<file path="src/rtl/demux_1_n_reg.sv">
`default_nettype none
// +--------------------------------------------------------------------------+
// | demux_1_n_reg : 1-to-M registered demux, one holding slot per port,       |
// |                 sticky bad-select flag and delivered-word counter.        |
// | Revision      : 1.0                                                      |
// +--------------------------------------------------------------------------+
module demux_1_n_reg #(
  parameter int N = 32,
  parameter int M = 32,
  parameter int S = $clog2(M)
) (
  input  logic             clk,
  input  logic             rst_n,
  input  logic             in_valid,
  output logic             in_ready,
  input  logic [N-1:0]     in_data,
  input  logic [S-1:0]     in_sel,
  output logic [M-1:0]     out_valid,
  input  logic [M-1:0]     out_ready,
  output logic [M*N-1:0]   out_data,
  output logic             sel_err,
  output logic [31:0]      xfer_count
);

  localparam logic [31:0] c_num_ports = 32'(M);

  logic           w_sel_in_range;
  logic           w_sel_ready;
  logic           w_in_fire;
  logic [M-1:0]   w_port_valid;
  logic [M-1:0]   w_load;
  logic [M-1:0]   w_drain;
  logic [31:0]    w_drain_cnt;
  logic           r_sel_err;
  logic [31:0]    r_xfer_count;

  assign w_sel_in_range = (32'(in_sel) < c_num_ports);

  // Out-of-range selects match no port and keep the default of ready.
  always_comb begin
    w_sel_ready = 1'b1;
    for (int k = 0; k < M; k++) begin
      if (in_sel == S'(k)) begin
        w_sel_ready = !w_port_valid[k] || out_ready[k];
      end
    end
  end

  assign in_ready  = w_sel_ready;
  assign w_in_fire = in_valid && w_sel_ready;
  assign w_drain   = w_port_valid & out_ready;

  always_comb begin
    w_drain_cnt = '0;
    for (int k = 0; k < M; k++) begin
      w_drain_cnt = w_drain_cnt + {31'd0, w_drain[k]};
    end
  end

  generate
    for (genvar k = 0; k < M; k++) begin : g_port
      logic         r_valid;
      logic [N-1:0] r_data;

      assign w_load[k] = w_in_fire && (in_sel == S'(k));

      // A load wins over a drain so a word can be replaced with no bubble.
      always_ff @(posedge clk or negedge rst_n) begin
        if (!rst_n) begin
          r_valid <= 1'b0;
        end else if (w_load[k]) begin
          r_valid <= 1'b1;
        end else if (w_drain[k]) begin
          r_valid <= 1'b0;
        end
      end

      always_ff @(posedge clk) begin
        if (w_load[k]) begin
          r_data <= in_data;
        end
      end

      assign w_port_valid[k]     = r_valid;
      assign out_data[k*N +: N]  = r_data;
    end
  endgenerate

  always_ff @(posedge clk or negedge rst_n) begin
    if (!rst_n) begin
      r_sel_err    <= 1'b0;
      r_xfer_count <= '0;
    end else begin
      if (in_valid && !w_sel_in_range) begin
        r_sel_err <= 1'b1;
      end
      r_xfer_count <= r_xfer_count + w_drain_cnt;
    end
  end

  assign out_valid  = w_port_valid;
  assign sel_err    = r_sel_err;
  assign xfer_count = r_xfer_count;

endmodule
`default_nettype wire

</file>
<file path="config.mk">
export PLATFORM = sky130hd
export DESIGN_NAME = demux_1_n_reg
export DESIGN_NICKNAME = d
export VERILOG_FILES = /design/src/rtl/demux_1_n_reg.sv
export SDC_FILE = /design/constraint.sdc
export NUM_CORES = 1
export LEC_CHECK = 0
export BUFFER_PORTS_ARGS = -buffer_cell sky130_fd_sc_hd__clkbuf_2
export CORE_AREA = 2 2 453 455
export DETAILED_ROUTE_END_ITERATION = 7
export DIE_AREA = 0 0 455 457
export PLACE_DENSITY = 0.4
export SYNTH_ARGS = -nofsm -noshare
export SYNTH_HDL_FRONTEND = slang
export SYNTH_SLANG_ARGS = --single-unit
</file>
<file path="constraint.sdc">
create_clock -name clk -period 15.89 [get_ports clk]
set_clock_uncertainty 0.2 [all_clocks]
set_input_delay 0 -clock clk [delete_from_list [all_inputs] [get_ports clk]]
set_output_delay 0 -clock clk [all_outputs]
set_load 0.1 [all_outputs]
</file>
==> results.md <==
- CP Class: reg2reg
- Final Hold Viols: 0
- Die Wd: 455 um
- Clk pwr share: 0.431
- Synthesized instance count: 1519
- Final wirelength: 154000 um
- Register clock-pin slew on the reported worst setup and hold paths: 0.06 ns
- P_leak: 0.0189 uW
- Seq cells post-synth: 1088
- Total Routing Usage GR: 0.141
- Sequential Area: 32400 sq um
- Clock buffer count from CTS: 117
- Peak Freq: 161 MHz
- Final ANT Viol Nets: 0
- Post-Syn Nets: 1632
- Crit share post-route: 0.392
- Post-synthesis cell area: 35500 sq um
- Sw Share: 0.249
- EDFF count, synth: 1024
- PortBufs: 1160
- Max Cap Violations: 0
- Detailed-placement wirelength estimate: 99400 um
- H-tree Lvls: 3
- TritonRoute pass-1 iters: 5
- Max clock buf depth: 3
- Sw Pwr: 1620 uW
- Layout area overhead: 41.9%
- Library cells used by synthesis: 58
- WP data arrival: 6.66 ns
- Slew @ Worst Pin: 0.951 ns
- Root Driver: clkbuf_16
- Gpl congestion: 0.774
- Clk sinks: 1088
- Initial DRC Count: 2555
- Die Height: 457 um
- Fillers: 21175
- Via count: 21251
- Hold WS: 0.107 ns
- Vias per cell: 3.71
- Multi-input logic area: 3010 sq um
- Internal power: 4880 uW
- Status: finished clean
- Initial antenna violation count: 31
- WL/cell: 26.9 um
- Most frequent cells in the layout: clkbuf_2, edfxtp_1, dlygate4sd3_1
- Core area: 203000 sq um
- Congestion Overflow GR: 0
- Post-CTS resize count: 0
- Layout cell share with drive strength beyond 1: 0.474
- Die Footprint: 208000 sq um
- Critical path required time: 16.32 ns
- CP startpoint kind: flop
- Main area contributors after synthesis: edfxtp_1, dfrtp_1, fa_1
- Hold/Removal Path Class: in2reg
- Worst Setup End Kind: flop
- First-pass GRT wire length: 195000 um
- CTS tree: done
- Largest net degree at the start of global routing: 65
- Vias in the first global route: 19770
- Initial core utilization: 0.174
- Comb power frac: 0.079
- Tmin final: 6.23 ns
- Pwr/cell area: 129 nW/um^2
- Leading cell type in the layout, fill and taps excluded: clkbuf_2
- Yosys warning count: 0
- Slew Viols, Final: 0
- Post-route DRC: 0
- Clk_lat worst skew: 0.76 ns
- Post-synth top area cell: edfxtp_1
- Post-route setup TNS: 0 ns
- Sequential element share of the synthesized area: 0.912
- FFs w/ async S/R, synth: 0.0588
- IO Pins: 1162
- Post-synth top area share: 0.867
- CTS Hold Bufs: 124
- Fin nets: 3052
- Post-CTS setup buffer count: 0
- Worst rel slew slack: 0.364
- Critical Path Fanout Max: 5
- Avg Inst Size Synth: 23.4 sq um
- Site Rows: 166
- Top FF cell, synth: edfxtp_1
- Number of setup violations in the final report: 0
- Peak supply drop: 81.1 uV
- Flop pwr share: 0.490
- RSZ-0062 raised after global routing: no
==> layer usage <==
layer / vias up / track usage / share of wire
li1: 8758 / - / -
met1: 11185 / 0.169 / 0.38
met2: 1121 / 0.251 / 0.52
met3: 185 / 0.0319 / 0.078
met4: 2 / 0.0395 / 0.022
met5: - / 0 / 0.000084
==> cell usage after synthesis (2+ instances only) <==
master	instances
nand3b_1	3
nor4_1	2
xor2_1	13
a31oi_1	2
nand4_1	9
buf_2	7
buf_6	5
clkbuf_1	6
nand2_1	46
and2_1	10
nor3_1	8
xnor2_1	17
o2bb2ai_1	6
fa_1	26
ha_1	15
inv_1	36
o22ai_1	9
nand3_1	16
edfxtp_1	1024
o21ai_0	21
o2111ai_1	5
or3_1	2
buf_4	35
o211ai_1	4
nor4_2	2
nor2b_1	9
nor2_1	19
and3_1	3
dfrtp_1	64
a21oi_1	10
nand2b_1	19
a211oi_1	30
nor3b_1	5
o21bai_1	7
==> flip-flops by register name (all words and copies together), names as in the netlist <==
name,count
xfer_count,32
g_port.r_valid,32
g_port.r_data,1024
==> power groups by stage <==
stage,clock network [uW],registers [uW],logic (uW)
floorplan,0,3420,110
global placement,0,3240,502
detailed placement,0,3240,502
CTS,2880,3180,525
global route,2990,3180,541
finish,2800,3180,514
==> worst paths after layout <==
path / to / slack (ns) / from / cells after the start
worst max register to register: xfer_count[30]$_DFF_PN0_ / 9.66 / g_port[0].r_valid$_DFFE_PN0P_ / 17
worst max-delay path: xfer_count[30]$_DFF_PN0_ / 9.66 / g_port[0].r_valid$_DFFE_PN0P_ / 17
worst min register to register: xfer_count[31]$_DFF_PN0_ / 0.28 / xfer_count[31]$_DFF_PN0_ / 1
min in group asynchronous: g_port[27].r_valid$_DFFE_PN0P_ / 0.33 / rst_n / 4
max in group asynchronous: g_port[20].r_valid$_DFFE_PN0P_ / 14.59 / rst_n / 4
worst min-delay path: g_port[24].r_valid$_DFFE_PN0P_ / 0.11 / in_sel[1] / 4
==> critical path, cell delays in order, from the launching register on <==
cell and delay [ns]:
dfrtp_1 0.40, and2_1 0.19, fa_1 0.50, inv_1 0.07, fa_1 0.51, fa_1 0.53
fa_1 0.52, fa_1 0.53, fa_1 0.55, inv_1 0.06, fa_1 0.47, fa_1 0.42
a21o_1 0.20, a21oi_1 0.28, o21bai_1 0.20, nand3_1 0.26, nor3_1 0.10, xor2_1 0.14
==> cell families (layout without fill, tap and decap cells) <==
group,Yosys count,count (layout),share of synthesized area
flip-flops,1088,1088,0.912
AO/OA/AOI/OAI,108,108,0.0214
buffers and inverters,89,1601,0.0144
XOR/XNOR,30,30,0.00741
AND/OR/NAND/NOR,162,162,0.0247
adder cells (fa/ha/maj),41,41,0.0200
other,1,14,0.000106
==> metrics by stage <==
step,setup slack (ns),utilization,area [sq um],power [uW],std cells
6_report,9.66,0.248,50300,6500,5732
2_1_floorplan,9.67,-,35500,3530,1519
3_5_place_dp,9.63,0.222,45200,3740,5384
5_1_grt,9.39,0.247,50300,6710,5720
3_3_place_gp,9.69,0.222,45200,3750,5384
4_1_cts,9.63,0.247,50300,6590,5719
==> final cells by class <==
cell class	count	share of cell area
Multi-Input combinational cell	342	0.0597
Clock inverter	72	0.0170
Inverter	36	0.00268
Clock buffer	139	0.0598
Timing Repair Buffer	1354	0.151
Tap cell	2688	0.0668
Sequential cell	1088	0.643
Antenna cell	13	0.000646
Power figures use the tool's default switching activity.
